--- config.mk ---
export PLATFORM = sky130hd
export DESIGN_NAME = ifetch_prefetch
export DESIGN_NICKNAME = d
export VERILOG_FILES = /design/src/rtl/mips_pkg.sv /design/src/rtl/ifetch_fifo.sv /design/src/rtl/ifetch_prefetch.sv
export SDC_FILE = /design/constraint.sdc
export NUM_CORES = 1
export LEC_CHECK = 0
export CAP_MARGIN = 10
export CORE_MARGIN = 1.5
export CORE_UTILIZATION = 30
export CTS_CLUSTER_DIAMETER = 60
export DETAILED_ROUTE_END_ITERATION = 8
export HOLD_SLACK_MARGIN = 0.1
export SYNTH_ARGS = -nofsm -noshare
export SYNTH_HDL_FRONTEND = slang
export SYNTH_SLANG_ARGS = --single-unit
--- constraint.sdc ---
create_clock -name clk -period 17.1 [get_ports clk]
set_input_delay 2.565 -clock clk [delete_from_list [all_inputs] [get_ports clk]]
set_output_delay 2.565 -clock clk [all_outputs]
set_load 0.01 [all_outputs]
--- src/rtl/mips_pkg.sv ---
// Shared constants and payload types for the mips front end.
package mips_pkg;

    localparam int unsigned XLEN        = 32;
    localparam int unsigned INSTR_BYTES = 4;

    // One buffered fetch result: the word and the address it came from.
    typedef struct packed {
        logic [XLEN-1:0] pc;
        logic [XLEN-1:0] instr;
    } fetch_entry_t;

    // Force a byte address onto an instruction-word boundary.
    function automatic logic [XLEN-1:0] word_align(input logic [XLEN-1:0] addr);
        return {addr[XLEN-1:2], 2'b00};
    endfunction

endpackage

--- src/rtl/ifetch_fifo.sv ---
// Register-based synchronous FIFO of fetch entries with a synchronous flush.
module ifetch_fifo
    import mips_pkg::*;
#(
    parameter int unsigned DEPTH = 4
) (
    input  logic                       clk,
    input  logic                       reset,
    input  logic                       flush,
    input  logic                       push,
    input  fetch_entry_t               wdata,
    input  logic                       pop,
    output fetch_entry_t               rdata,
    output logic                       full,
    output logic                       empty,
    output logic [$clog2(DEPTH):0]     count
);

    localparam int unsigned AW = $clog2(DEPTH);
    localparam int unsigned CW = AW + 1;

    fetch_entry_t   mem [DEPTH];
    logic [AW-1:0]  wr_ptr;
    logic [AW-1:0]  rd_ptr;
    logic           wr_ok;
    logic           rd_ok;

    assign full  = (count == CW'(DEPTH));
    assign empty = (count == '0);
    assign rdata = mem[rd_ptr];

    // A write into a full FIFO is only legal when the head leaves in the same cycle.
    assign wr_ok = push && (!full || pop);
    assign rd_ok = pop && !empty;

    // Pointer and occupancy bookkeeping; flush discards everything at once.
    always_ff @(posedge clk) begin
        if (reset || flush) begin
            wr_ptr <= '0;
            rd_ptr <= '0;
            count  <= '0;
        end else begin
            if (wr_ok) begin
                wr_ptr <= wr_ptr + AW'(1);
            end
            if (rd_ok) begin
                rd_ptr <= rd_ptr + AW'(1);
            end
            case ({wr_ok, rd_ok})
                2'b10:   count <= count + CW'(1);
                2'b01:   count <= count - CW'(1);
                default: count <= count;
            endcase
        end
    end

    // Entry storage; cleared on reset so the head never shows stale garbage.
    always_ff @(posedge clk) begin
        if (reset) begin
            for (int i = 0; i < int'(DEPTH); i++) begin
                mem[i] <= '0;
            end
        end else if (wr_ok && !flush) begin
            mem[wr_ptr] <= wdata;
        end
    end

endmodule

--- src/rtl/ifetch_prefetch.sv ---
// Instruction prefetch stage: credit-limited word reads, in-order response
// buffering and redirect handling with stale-response discard.
module ifetch_prefetch
    import mips_pkg::*;
#(
    parameter int unsigned    DEPTH    = 4,
    parameter logic [XLEN-1:0] RESET_PC = '0
) (
    input  logic              clk,
    input  logic              reset,
    output logic              imem_req,
    output logic [XLEN-1:0]   imem_addr,
    input  logic              imem_gnt,
    input  logic              imem_rvalid,
    input  logic [XLEN-1:0]   imem_rdata,
    output logic              instr_valid,
    output logic [XLEN-1:0]   instr,
    output logic [XLEN-1:0]   instr_pc,
    input  logic              instr_ready,
    input  logic              redirect,
    input  logic [XLEN-1:0]   redirect_pc
);

    localparam int unsigned CW = $clog2(DEPTH) + 1;
    localparam int unsigned SW = CW + 1;

    logic [XLEN-1:0] fetch_pc;
    logic [XLEN-1:0] rsp_pc;
    logic [CW-1:0]   outstanding;
    logic [CW-1:0]   drop_cnt;

    logic [XLEN-1:0] fetch_pc_nxt;
    logic [XLEN-1:0] rsp_pc_nxt;
    logic [CW-1:0]   outstanding_nxt;
    logic [CW-1:0]   drop_cnt_nxt;

    logic [CW-1:0]   fifo_count;
    logic            fifo_full;
    logic            fifo_empty;
    fetch_entry_t    fifo_head;
    fetch_entry_t    push_entry;

    logic [XLEN-1:0] redirect_pc_aligned;
    logic [SW-1:0]   occupancy;
    logic            credit;
    logic            req;
    logic            accept;
    logic            rsp_ok;
    logic            rsp_drop;
    logic            push;
    logic            pop;

    assign redirect_pc_aligned = word_align(redirect_pc);

    // Buffered plus in-flight words may never exceed the FIFO capacity.
    assign occupancy = SW'(fifo_count) + SW'(outstanding);
    assign credit    = !fifo_full && (occupancy < SW'(DEPTH));
    assign req       = !reset && !redirect && credit;
    assign accept    = req && imem_gnt;

    // A response with nothing outstanding is a bus protocol error and is ignored.
    assign rsp_ok   = imem_rvalid && (outstanding != '0);
    assign rsp_drop = rsp_ok && (drop_cnt != '0);
    assign push     = rsp_ok && (drop_cnt == '0) && !redirect;
    assign pop      = instr_valid && instr_ready && !redirect;

    assign push_entry = '{pc: rsp_pc, instr: imem_rdata};

    // Next-state for fetch/response addresses and the in-flight bookkeeping.
    always_comb begin
        fetch_pc_nxt    = fetch_pc;
        rsp_pc_nxt      = rsp_pc;
        outstanding_nxt = outstanding + CW'(accept) - CW'(rsp_ok);
        drop_cnt_nxt    = drop_cnt;

        if (redirect) begin
            // Everything still in flight belongs to the abandoned path.
            fetch_pc_nxt    = redirect_pc_aligned;
            rsp_pc_nxt      = redirect_pc_aligned;
            outstanding_nxt = outstanding - CW'(rsp_ok);
            drop_cnt_nxt    = outstanding - CW'(rsp_ok);
        end else begin
            if (accept) begin
                fetch_pc_nxt = fetch_pc + XLEN'(INSTR_BYTES);
            end
            if (push) begin
                rsp_pc_nxt = rsp_pc + XLEN'(INSTR_BYTES);
            end
            if (rsp_drop) begin
                drop_cnt_nxt = drop_cnt - CW'(1);
            end
        end
    end

    always_ff @(posedge clk) begin
        if (reset) begin
            fetch_pc    <= RESET_PC;
            rsp_pc      <= RESET_PC;
            outstanding <= '0;
            drop_cnt    <= '0;
        end else begin
            fetch_pc    <= fetch_pc_nxt;
            rsp_pc      <= rsp_pc_nxt;
            outstanding <= outstanding_nxt;
            drop_cnt    <= drop_cnt_nxt;
        end
    end

    ifetch_fifo #(
        .DEPTH (DEPTH)
    ) u_fifo (
        .clk   (clk),
        .reset (reset),
        .flush (redirect),
        .push  (push),
        .wdata (push_entry),
        .pop   (pop),
        .rdata (fifo_head),
        .full  (fifo_full),
        .empty (fifo_empty),
        .count (fifo_count)
    );

    assign imem_req    = req;
    assign imem_addr   = fetch_pc;
    assign instr_valid = !reset && !fifo_empty;
    assign instr       = instr_valid ? fifo_head.instr : '0;
    assign instr_pc    = instr_valid ? fifo_head.pc    : '0;

    a_no_orphan_rsp : assert property (@(posedge clk) disable iff (reset)
        !(imem_rvalid && (outstanding == '0)));

    a_credit_bound : assert property (@(posedge clk) disable iff (reset)
        occupancy <= SW'(DEPTH));

    a_drop_bound : assert property (@(posedge clk) disable iff (reset)
        drop_cnt <= outstanding);

endmodule
==> Implementation_results.wiki, run 1 <==
{| class="wikitable"
! Metric !! Value
|-
| Critical path required time || 14.53 ns
|-
| Post-CTS Setup Bufs || 0
|-
| Transition at the pin with the smallest max-transition slack || 1.15 ns
|-
| Final-layout setup total negative slack || 0 ns
|-
| DPL Wire Length || 23200 um
|-
| Start of the worst register-to-register path || drop_cnt[0]
|-
| Sequential cell area fraction in the yosys report || 58.0%
|-
| Classification of the worst setup path || input pin to output pin
|-
| Area share of fa/ha/maj cells after synthesis || 1.15%
|-
| Global route total overflow || 0
|-
| I/O pins || 168
|-
| Cell area after synthesis || 15400 um^2
|-
| Total number of clock tree sinks || 323
|-
| Flop and latch count out of synthesis || 323
|-
| TritonCTS clock tree || built
|-
| Leakage power of the design || 0.00662 uW
|-
| Final GP Congestion || 0.776
|-
| Max VDD drop || 0.0607 mV
|-
| Wire per inst || 19.4 um
|-
| Buffer cell driving the clock tree root || sky130_fd_sc_hd__clkbuf_16
|-
| Syn. warnings || 0
|-
| DR pass1 iterations || 5
|-
| Most common flop cell mapped by yosys || sky130_fd_sc_hd__edfxtp_1
|-
| Skew final || 0.0245 ns
|-
| Status || finished, final reports clean
|-
| Critical-path maximum fanout || 70
|-
| Standard-cell rows || 82
|-
| Area overhead of the layout relative to synthesis || 21.4%
|-
| Clock insertion delay at the later pin of the skew report || 0.53 ns
|-
| Mean cell area of the mapped netlist || 12.7 um^2
|-
| Worst path arrival time || 5.37 ns
|-
| Count of final setup violators || 0
|-
| Worst min-delay path category || register to register
|-
| R2r endpoint || u_fifo.mem[1][24]
|-
| Fill count || 4929
|-
| Depth of the worst register-to-register path || 9
|-
| Net count reported at finish || 1427
|-
| Width of the die || 230 um
|-
| Worst hold stages || 2
|-
| Vias after detailed routing || 10074
|-
| Initial core utilization || 30.6%
|-
| Highest attainable clock frequency || 0.126 GHz
|-
| Final core utilization || 37.1%
|-
| Multiplexer share of the synthesized area || 9.27%
|-
| EDFF count, synth || 248
|-
| Critical-path cell list || clkdlybuf4s50_1 > buf_4 > inv_2 > buf_4 > nand2_1 > nor4_1 > and3_1 > clkdlybuf4s50_1
|-
| Dominant combinational cell family by area after synthesis || simple AND/OR/NAND/NOR gates
|-
| Pin count of the biggest net entering global routing || 126
|-
| Post-Synth XOR/XNOR Area || 2.27%
|-
| Vias in the first global route || 10344
|-
| # diodes || 0
|-
| Total track usage || 14.9%
|-
| Worst-case hold slack || 0.528 ns
|-
| Resized Gates After CTS || 0
|-
| Iteration-0 DRC count of the detailed router || 630
|-
| Layout cells sized above 1 || 11.1%
|-
| Area of the placeable core || 50500 um^2
|-
| Simple-gate share of the synthesized area || 21.0%
|-
| Proportion of register bits with asynchronous set or reset after synthesis || 0%
|-
| CTS H-tree depth || 2
|-
| Area of the die || 52800 um^2
|-
| RSZ-0062 raised after global routing || no
|-
| Maximum count of clock buffers along a single path || 3
|-
| Number of placed cells counting well taps || 1976
|-
| Number of failing hold endpoints at the final stage || 0
|-
| Hold Buf Count CTS || 0
|-
| Post-route clock period utilization || 46.4%
|-
| Count of unresolved DRC violations after routing || 0
|-
| Power per cell area || 100 nW/um^2
|-
| Internal reg-to-reg setup slack || 13.47 ns
|-
| Netlist cell types || 65
|-
| Post-layout minimum cycle time || 7.94 ns
|-
| Area fraction in compound gates after synthesis || 5.04%
|-
| Worst Setup Start Kind || input pin
|-
| Maximum cell stage delay along the critical path || 0.57 ns
|-
| Slowest stage cell, crit path || sky130_fd_sc_hd__buf_4
|-
| Launch instance of the worst min-delay path || u_fifo.rd_ptr[1]
|-
| Number of clock buffers inserted by TritonCTS || 38
|-
| Crit end category || output pin
|-
| Number of port buffers || 161
|-
| Number of antenna violations at the first check in global routing || 1
|-
| Height of the die || 230 um
|-
| Relative max-transition margin || 23.0%
|-
| Final wirelength || 39700 um
|-
| First-pass GRT wire length || 61100 um
|-
| Via density per instance || 4.94
|-
| CTS clk-pin slew, worst paths || 0.06 ns
|-
| Number of max-slew violations in the final report || 0
|-
| Routed Antenna Nets || 0
|-
| Gate Count Post-Synth || 1219
|-
| Maximum capacitance violations || 0
|-
| Fin cells || 2040
|}
## cells in the final DEF, fill, tap and decap left out, types with 4 or more instances in the layout
| master | count |
|---|---|
| sky130_fd_sc_hd__and2_1 | 252 |
| sky130_fd_sc_hd__edfxtp_1 | 248 |
| sky130_fd_sc_hd__clkdlybuf4s50_1 | 160 |
| sky130_fd_sc_hd__dfxtp_1 | 73 |
| sky130_fd_sc_hd__and3_1 | 69 |
| sky130_fd_sc_hd__mux4_2 | 62 |
| sky130_fd_sc_hd__nor2_1 | 49 |
| sky130_fd_sc_hd__nand2_1 | 49 |
| sky130_fd_sc_hd__clkbuf_16 | 39 |
| sky130_fd_sc_hd__xnor2_1 | 23 |
| sky130_fd_sc_hd__nand4_1 | 23 |
| sky130_fd_sc_hd__nand3_1 | 22 |
| sky130_fd_sc_hd__o21ai_0 | 22 |
| sky130_fd_sc_hd__a31oi_1 | 22 |
| sky130_fd_sc_hd__a21oi_1 | 21 |
| sky130_fd_sc_hd__a211oi_1 | 19 |
| sky130_fd_sc_hd__inv_1 | 17 |
| sky130_fd_sc_hd__xor2_1 | 17 |
| sky130_fd_sc_hd__buf_4 | 15 |
| sky130_fd_sc_hd__nor3_1 | 13 |
| sky130_fd_sc_hd__ha_1 | 11 |
| sky130_fd_sc_hd__and4_1 | 10 |
| sky130_fd_sc_hd__clkbuf_1 | 10 |
| sky130_fd_sc_hd__clkinv_1 | 10 |
| sky130_fd_sc_hd__nor4_1 | 8 |
| sky130_fd_sc_hd__o21a_1 | 8 |
| sky130_fd_sc_hd__or3_1 | 8 |
| sky130_fd_sc_hd__a21boi_0 | 7 |
| sky130_fd_sc_hd__nand2_2 | 4 |
| sky130_fd_sc_hd__nand3b_1 | 4 |
| sky130_fd_sc_hd__or4_1 | 4 |
| sky130_fd_sc_hd__conb_1 | 4 |
## worst max path at each step
stage | startpoint | end | slack (ns)
final | redirect | imem_req | 9.16
after global routing | redirect | imem_req | 8.93
after CTS | redirect | imem_req | 9.16
after detailed placement | redirect | imem_req | 9.17
after global placement | redirect | imem_req | 9.13
after floorplan | imem_rvalid | u_fifo.mem[1][0] | 8.76
## area by class of cell
type / instances / area [um^2] / share of cell area (%)
Multi-Input combinational cell: 786 / 6030 / 32.2
Sequential cell: 323 / 8950 / 47.8
Clock buffer: 49 / 1010 / 5.41
Inverter: 19 / 73.8 / 0.394
Timing Repair Buffer: 176 / 1720 / 9.18
Clock inverter: 15 / 97.6 / 0.521
Tap cell: 672 / 841 / 4.49
## registers in the layout, summed over array words and instances, names as in the netlist, named ones only
name,count
imem_addr,30
u_fifo.count,3
u_fifo.mem,248
rsp_pc,30
outstanding,3
u_fifo.wr_ptr,2
u_fifo.rd_ptr,2
drop_cnt,3
## through the flow
step | total power (uW) | worst slack [ns] | instance area [um^2]
after global routing | 1940 | 8.93 | 18700
after global placement | 1140 | 9.13 | 17600
after CTS | 1890 | 9.16 | 18700
after floorplan | 1060 | 8.76 | 15400
final | 1870 | 9.16 | 18700
after detailed placement | 1150 | 9.17 | 17600
## critical path: cells and delay by family
kind                   cells  cell delay, ns
and+or+nand+nor            3            0.87
buffers and inverters      5            1.88
## cell usage after synthesis, types with 9 or more instances
master	n	area, um^2
sky130_fd_sc_hd__and2_1	252	1580
sky130_fd_sc_hd__edfxtp_1	248	7450
sky130_fd_sc_hd__dfxtp_1	75	1500
sky130_fd_sc_hd__and3_1	69	432
sky130_fd_sc_hd__mux4_2	62	1400
sky130_fd_sc_hd__nand2_1	51	191
sky130_fd_sc_hd__nor2_1	51	191
sky130_fd_sc_hd__clkbuf_1	50	188
sky130_fd_sc_hd__nand4_1	23	144
sky130_fd_sc_hd__o21ai_0	23	115
sky130_fd_sc_hd__xnor2_1	23	201
sky130_fd_sc_hd__a31oi_1	22	138
sky130_fd_sc_hd__nand3_1	22	110
sky130_fd_sc_hd__a21oi_1	21	105
sky130_fd_sc_hd__a211oi_1	19	143
sky130_fd_sc_hd__inv_1	17	63.8
sky130_fd_sc_hd__xor2_1	17	149
sky130_fd_sc_hd__buf_2	16	80.1
sky130_fd_sc_hd__clkbuf_2	16	80.1
sky130_fd_sc_hd__nor3_1	13	65.1
sky130_fd_sc_hd__ha_1	11	138
sky130_fd_sc_hd__and4_1	10	87.6
sky130_fd_sc_hd__buf_4	9	67.6
## report_power, final
part | internal, uW | switching [uW]
clock network | 431 | 311
registers | 897 | 32.9
logic | 87.4 | 112
total | 1420 | 456
## logic make-up after synthesis
| group | count (synthesis) |
|---|---|
| AO/OA/AOI/OAI | 120 |
| XOR/XNOR | 40 |
| adder cells (fa/ha/maj) | 13 |
| buffers and inverters | 113 |
| flip-flops | 323 |
| multiplexers | 65 |
| other | 1 |
| AND/OR/NAND/NOR | 544 |
## metal layers
layer / track usage [%] / share of wire [%] / vias up
li1: - / - / 4732
met3: 2.81 / 5.5 / 38
met1: 20.6 / 46 / 5018
met5: 0 / 0 / -
met2: 24.4 / 47 / 286
met4: 3.10 / 1.4 / 0
(Power assumes the default switching activity.)
==> run 2: changes to the inputs <==
==> constraint.sdc (replaced) <==
create_clock -name clk -period 6.46 [get_ports clk]
set_input_delay 0.969 -clock clk [delete_from_list [all_inputs] [get_ports clk]]
set_output_delay 0.969 -clock clk [all_outputs]
set_load 0.01 [all_outputs]
==> Implementation_results.wiki, run 2 (same netlist as run 1, synthesis figures left out) <==
{| class="wikitable"
! Metric !! Value
|-
| Maximum capacitance violations || 0
|-
| Via density per instance || 4.89
|-
| CTS H-tree depth || 2
|-
| Register bank with the most flops || u_fifo.mem
|-
| Wire per inst || 19.3 um
|-
| Slowest stage cell, crit path || sky130_fd_sc_hd__dfxtp_4
|-
| Power per cell area || 277 nW/um^2
|-
| Critical-path maximum fanout || 32
|-
| Worst path arrival time || 3.34 ns
|-
| Standard-cell rows || 82
|-
| Critical-path cell list || buf_4 > mux4_2 > and2_1 > clkdlybuf4s50_1
|-
| Crit end category || output pin
|-
| Area of the die || 52800 um^2
|-
| Total cell area at the placement stage || 17600 um^2
|-
| Post-layout minimum cycle time || 4.31 ns
|-
| Area overhead of the layout relative to synthesis || 22.7%
|-
| Final wirelength || 39500 um
|-
| Total number of clock tree sinks || 323
|-
| Hold Buf Count CTS || 0
|-
| Number of port buffers || 161
|-
| DR pass1 iterations || 5
|-
| Part of the total power dissipated in the clock network || 43.0%
|-
| Worst path bufs/invs || 2
|-
| Depth of the critical timing path with buffers and inverters included || 4
|-
| Skew final || 0.0171 ns
|-
| Number of clock buffers inserted by TritonCTS || 38
|-
| Combinational fraction of design power || 10.0%
|-
| Net Sw Frac || 23.9%
|-
| Net count reported at finish || 1428
|-
| Classification of the worst setup path || register to output pin
|-
| Multi-input combinational cell area || 6030 um^2
|-
| Initial core utilization || 30.6%
|-
| Leakage power of the design || 0.00672 uW
|-
| Number of antenna violations at the first check in global routing || 0
|-
| R2r endpoint || u_fifo.mem[3][7]
|-
| Max FFs per register || 248
|-
| Worst Setup Start Kind || register
|-
| Internal reg-to-reg setup slack || 3.05 ns
|-
| Global route total overflow || 0
|-
| Register Area || 8950 um^2
|-
| Worst-case hold slack || 0.535 ns
|-
| Setup crit end || instr_pc[30]
|-
| Final-layout setup total negative slack || 0 ns
|-
| Switching power summed over all nets || 1250 uW
|-
| Count of final setup violators || 0
|-
| Number of failing hold endpoints at the final stage || 0
|-
| Pin count of the biggest net entering global routing || 73
|-
| Width of the die || 230 um
|-
| Area of the placeable core || 50500 um^2
|-
| Area of all placed cells without fillers || 18900 um^2
|-
| Routed Antenna Nets || 0
|-
| Post-CTS Setup Bufs || 0
|-
| DPL Wire Length || 23300 um
|-
| Height of the die || 230 um
|-
| CTS clk-pin slew, worst paths || 0.05 ns
|-
| Cell family contributing the most delay on the critical path || buffers and inverters
|-
| First-pass GRT wire length || 61100 um
|-
| Maximum count of clock buffers along a single path || 3
|-
| Worst min-delay path category || register to register
|-
| RSZ-0062 raised after global routing || no
|-
| Post-route clock period utilization || 66.7%
|-
| Iteration-0 DRC count of the detailed router || 691
|-
| Start of the worst register-to-register path || drop_cnt[0]
|-
| Total track usage || 14.9%
|-
| TritonCTS clock tree || built
|-
| Maximum cell stage delay along the critical path || 0.82 ns
|-
| Number of max-slew violations in the final report || 0
|-
| Leading cell type in the layout, fill and taps excluded || sky130_fd_sc_hd__and2_1
|-
| Highest attainable clock frequency || 0.232 GHz
|-
| Vias after detailed routing || 10019
|-
| Relative max-transition margin || 30.1%
|-
| Fill count || 4899
|-
| Share of total power in sequential cells || 46.9%
|-
| Transition at the pin with the smallest max-transition slack || 1.05 ns
|-
| Max VDD drop || 0.169 mV
|-
| Clock insertion delay at the later pin of the skew report || 0.54 ns
|-
| Final GP Congestion || 0.810
|-
| I/O pins || 168
|-
| Commonest cells after routing, fill and taps aside || sky130_fd_sc_hd__and2_1, sky130_fd_sc_hd__edfxtp_1, sky130_fd_sc_hd__clkdlybuf4s50_1
|-
| Vias in the first global route || 10266
|-
| Layout cells sized above 1 || 11.9%
|-
| Critical path required time || 5.49 ns
|-
| Depth of the worst register-to-register path || 8
|-
| Count of unresolved DRC violations after routing || 0
|-
| Resized Gates After CTS || 0
|-
| Buffer cell driving the clock tree root || sky130_fd_sc_hd__clkbuf_16
|-
| Status || finished, final reports clean
|-
| Design internal power || 4000 uW
|}
-- run 2: layout make-up --
cell class	count	area share (%)
Antenna cell	2	0.0264
Clock inverter	23	1.61
Sequential cell	323	47.3
Multi-Input combinational cell	786	31.8
Clock buffer	45	5.27
Inverter	19	0.390
Timing Repair Buffer	177	9.12
Tap cell	672	4.44
-- run 2: worst min path at each step --
stage,from,to,depth (start not counted)
4_1_cts,imem_addr[19],imem_addr[19],2
3_5_place_dp,u_fifo.rd_ptr[1],register,2
2_1_floorplan,u_fifo.count[2],u_fifo.count[2],2
6_report,u_fifo.rd_ptr[1],register,2
3_3_place_gp,u_fifo.rd_ptr[1],register,2
5_1_grt,u_fifo.rd_ptr[1],register,2
-- run 2: through the flow --
| step | total power, uW | util (%) | instances | setup slack [ns] |
|---|---|---|---|---|
| finish | 5250 | 37.5 | 2047 | 2.15 |
| global route | 5440 | 37.5 | 2045 | 1.89 |
| CTS | 5300 | 37.5 | 2045 | 2.00 |
| detailed placement | 3040 | 34.9 | 1977 | 2.00 |
| global placement | 3030 | 34.9 | 1977 | 1.99 |
| floorplan | 2810 | - | 1222 | 1.39 |
-- run 2: worst register-to-register path, delay by kind of cell, from the launching register on --
| family | cells | cell delay, ns |
|---|---|---|
| simple gates | 5 | 1.88 |
| buf+inv | 2 | 0.66 |
| flops | 1 | 0.31 |
| fa+ha+maj | 1 | 0.19 |
-- run 2: power groups by stage --
stage / logic, uW / registers (uW) / clock network [uW]
2_1_floorplan: 331 / 2480 / 0
3_3_place_gp: 530 / 2500 / 0
3_5_place_dp: 536 / 2510 / 0
4_1_cts: 537 / 2460 / 2300
5_1_grt: 583 / 2480 / 2380
6_report: 526 / 2460 / 2260
-- run 2: per-layer routing --
metal  global-route usage [%]  vias to the layer above  share of wire, %
met2                     24.1                      273                47
met3                     2.47                       40               5.3
met5                        0                        -                 0
met4                     3.10                        0               1.4
met1                     20.9                     4980                46
li1                         -                     4726                 -
==> run 3: changes to the inputs <==
==> constraint.sdc (replaced) <==
create_clock -name clk -period 3.9 [get_ports clk]
set_input_delay 0.585 -clock clk [delete_from_list [all_inputs] [get_ports clk]]
set_output_delay 0.585 -clock clk [all_outputs]
set_load 0.01 [all_outputs]
==> Implementation_results.wiki, run 3 (same netlist as run 1, synthesis figures left out) <==
{| class="wikitable"
! Metric !! Value
|-
| Worst min-delay path category || register to register
|-
| Resized Gates After CTS || 0
|-
| Leakage power of the design || 0.00676 uW
|-
| Count of unresolved DRC violations after routing || 0
|-
| Layout cells sized above 1 || 12.6%
|-
| Transition at the pin with the smallest max-transition slack || 0.800 ns
|-
| Area of the die || 52800 um^2
|-
| Multi-input combinational cell area || 6030 um^2
|-
| Worst Setup Start Kind || register
|-
| Number of antenna violations at the first check in global routing || 1
|-
| Count of final setup violators || 0
|-
| Clock insertion delay at the later pin of the skew report || 0.53 ns
|-
| Hold Buf Count CTS || 0
|-
| Vias after detailed routing || 10185
|-
| # diodes || 0
|-
| DPL Wire Length || 23900 um
|-
| Max VDD drop || 0.223 mV
|-
| Post-route clock period utilization || 83.1%
|-
| Classification of the worst setup path || register to output pin
|-
| Width of the die || 230 um
|-
| Routed Antenna Nets || 0
|-
| Register Area || 8950 um^2
|-
| Fill count || 4864
|-
| Standard-cell rows || 82
|-
| Worst path arrival time || 2.66 ns
|-
| Register bank with the most flops || u_fifo.mem
|-
| CTS H-tree depth || 2
|-
| Global route total overflow || 0
|-
| Leading cell type in the layout, fill and taps excluded || sky130_fd_sc_hd__and2_1
|-
| Maximum count of clock buffers along a single path || 3
|-
| Skew final || 0.0261 ns
|-
| Final wirelength || 39700 um
|-
| Max FFs per register || 248
|-
| Net count reported at finish || 1438
|-
| Status || finished, final reports clean
|-
| Total track usage || 15.0%
|-
| Iteration-0 DRC count of the detailed router || 769
|-
| Final GP Congestion || 0.796
|-
| DR pass1 iterations || 5
|-
| Highest attainable clock frequency || 0.308 GHz
|-
| Commonest cells after routing, fill and taps aside || sky130_fd_sc_hd__and2_1, sky130_fd_sc_hd__edfxtp_1, sky130_fd_sc_hd__clkdlybuf4s50_1
|-
| First-pass GRT wire length || 61600 um
|-
| Post-layout worst setup margin || 0.658 ns
|-
| Number of max-slew violations in the final report || 0
|-
| Post-layout minimum cycle time || 3.24 ns
|-
| Area of the placeable core || 50500 um^2
|-
| Post-CTS Setup Bufs || 0
|-
| CTS clk-pin slew, worst paths || 0.06 ns
|-
| Critical-path maximum fanout || 19
|-
| Height of the die || 230 um
|-
| TritonCTS clock tree || built
|-
| Total number of clock tree sinks || 323
|-
| Via density per instance || 4.96
|-
| Relative max-transition margin || 46.7%
|-
| Maximum capacitance violations || 0
|-
| RSZ-0062 raised after global routing || no
|-
| Buffer cell driving the clock tree root || sky130_fd_sc_hd__clkbuf_16
|-
| Area overhead of the layout relative to synthesis || 23.5%
|-
| Crit end category || output pin
|-
| Power per cell area || 441 nW/um^2
|-
| I/O pins || 168
|-
| Initial core utilization || 30.6%
|-
| Number of clock buffers inserted by TritonCTS || 37
|-
| Number of port buffers || 161
|-
| Vias in the first global route || 10365
|-
| Pin count of the biggest net entering global routing || 73
|-
| Critical path required time || 3.31 ns
|-
| Wire per inst || 19.3 um
|-
| Placement Setup Slack || 0.502 ns
|-
| Final-layout setup total negative slack || 0 ns
|-
| Number of failing hold endpoints at the final stage || 0
|}
==> run 3: final cells by class <==
type | count | area share (%)
Clock inverter | 19 | 0.979
Clock buffer | 47 | 5.28
Multi-Input combinational cell | 786 | 31.6
Inverter | 19 | 0.388
Tap cell | 672 | 4.41
Timing Repair Buffer | 188 | 10.3
Sequential cell | 323 | 47.0
==> run 3: metrics by stage <==
stage | utilization [%] | total power, uW | instances | hold WS [ns] | instance area, um^2
2_1_floorplan | - | 4650 | 1222 | 0.483 | 15400
3_5_place_dp | 35.4 | 5050 | 1988 | 0.510 | 17900
5_1_grt | 37.7 | 8730 | 2054 | 0.577 | 19000
3_3_place_gp | 35.4 | 5030 | 1988 | 0.510 | 17900
6_report | 37.7 | 8400 | 2054 | 0.519 | 19000
4_1_cts | 37.7 | 8490 | 2054 | 0.520 | 19000
==> run 3: power breakdown <==
group / switching [uW] / internal [uW]
Clock: 1390 / 2030
Sequential: 145 / 3930
Combinational: 492 / 406
==> run 3: final timing paths <==
path | start | end | slack (ns) | cells past startpoint
min reg2reg | u_fifo.rd_ptr[1] | register | 0.52 | 2
max | register | instr_pc[18] | 0.66 | 4
max reg2reg | outstanding[2] | outstanding[2] | 0.94 | 12
min | u_fifo.rd_ptr[1] | register | 0.52 | 2
==> run 3: critical path, stage by stage (launching register included) <==
cell and delay (ns):
sky130_fd_sc_hd__dfxtp_2 0.72, sky130_fd_sc_hd__buf_4 0.35, sky130_fd_sc_hd__mux4_2 0.32, sky130_fd_sc_hd__and2_1 0.16, sky130_fd_sc_hd__clkdlybuf4s50_1 0.59
==> run 3: layer usage <==
layer / vias up / GRT usage (%) / wire [um]
met5: - / 0 / 12
met4: 2 / 3.06 / 487
met3: 37 / 2.75 / 2450
met2: 307 / 24.3 / 18800
met1: 5068 / 21.0 / 18000
li1: 4771 / - / -
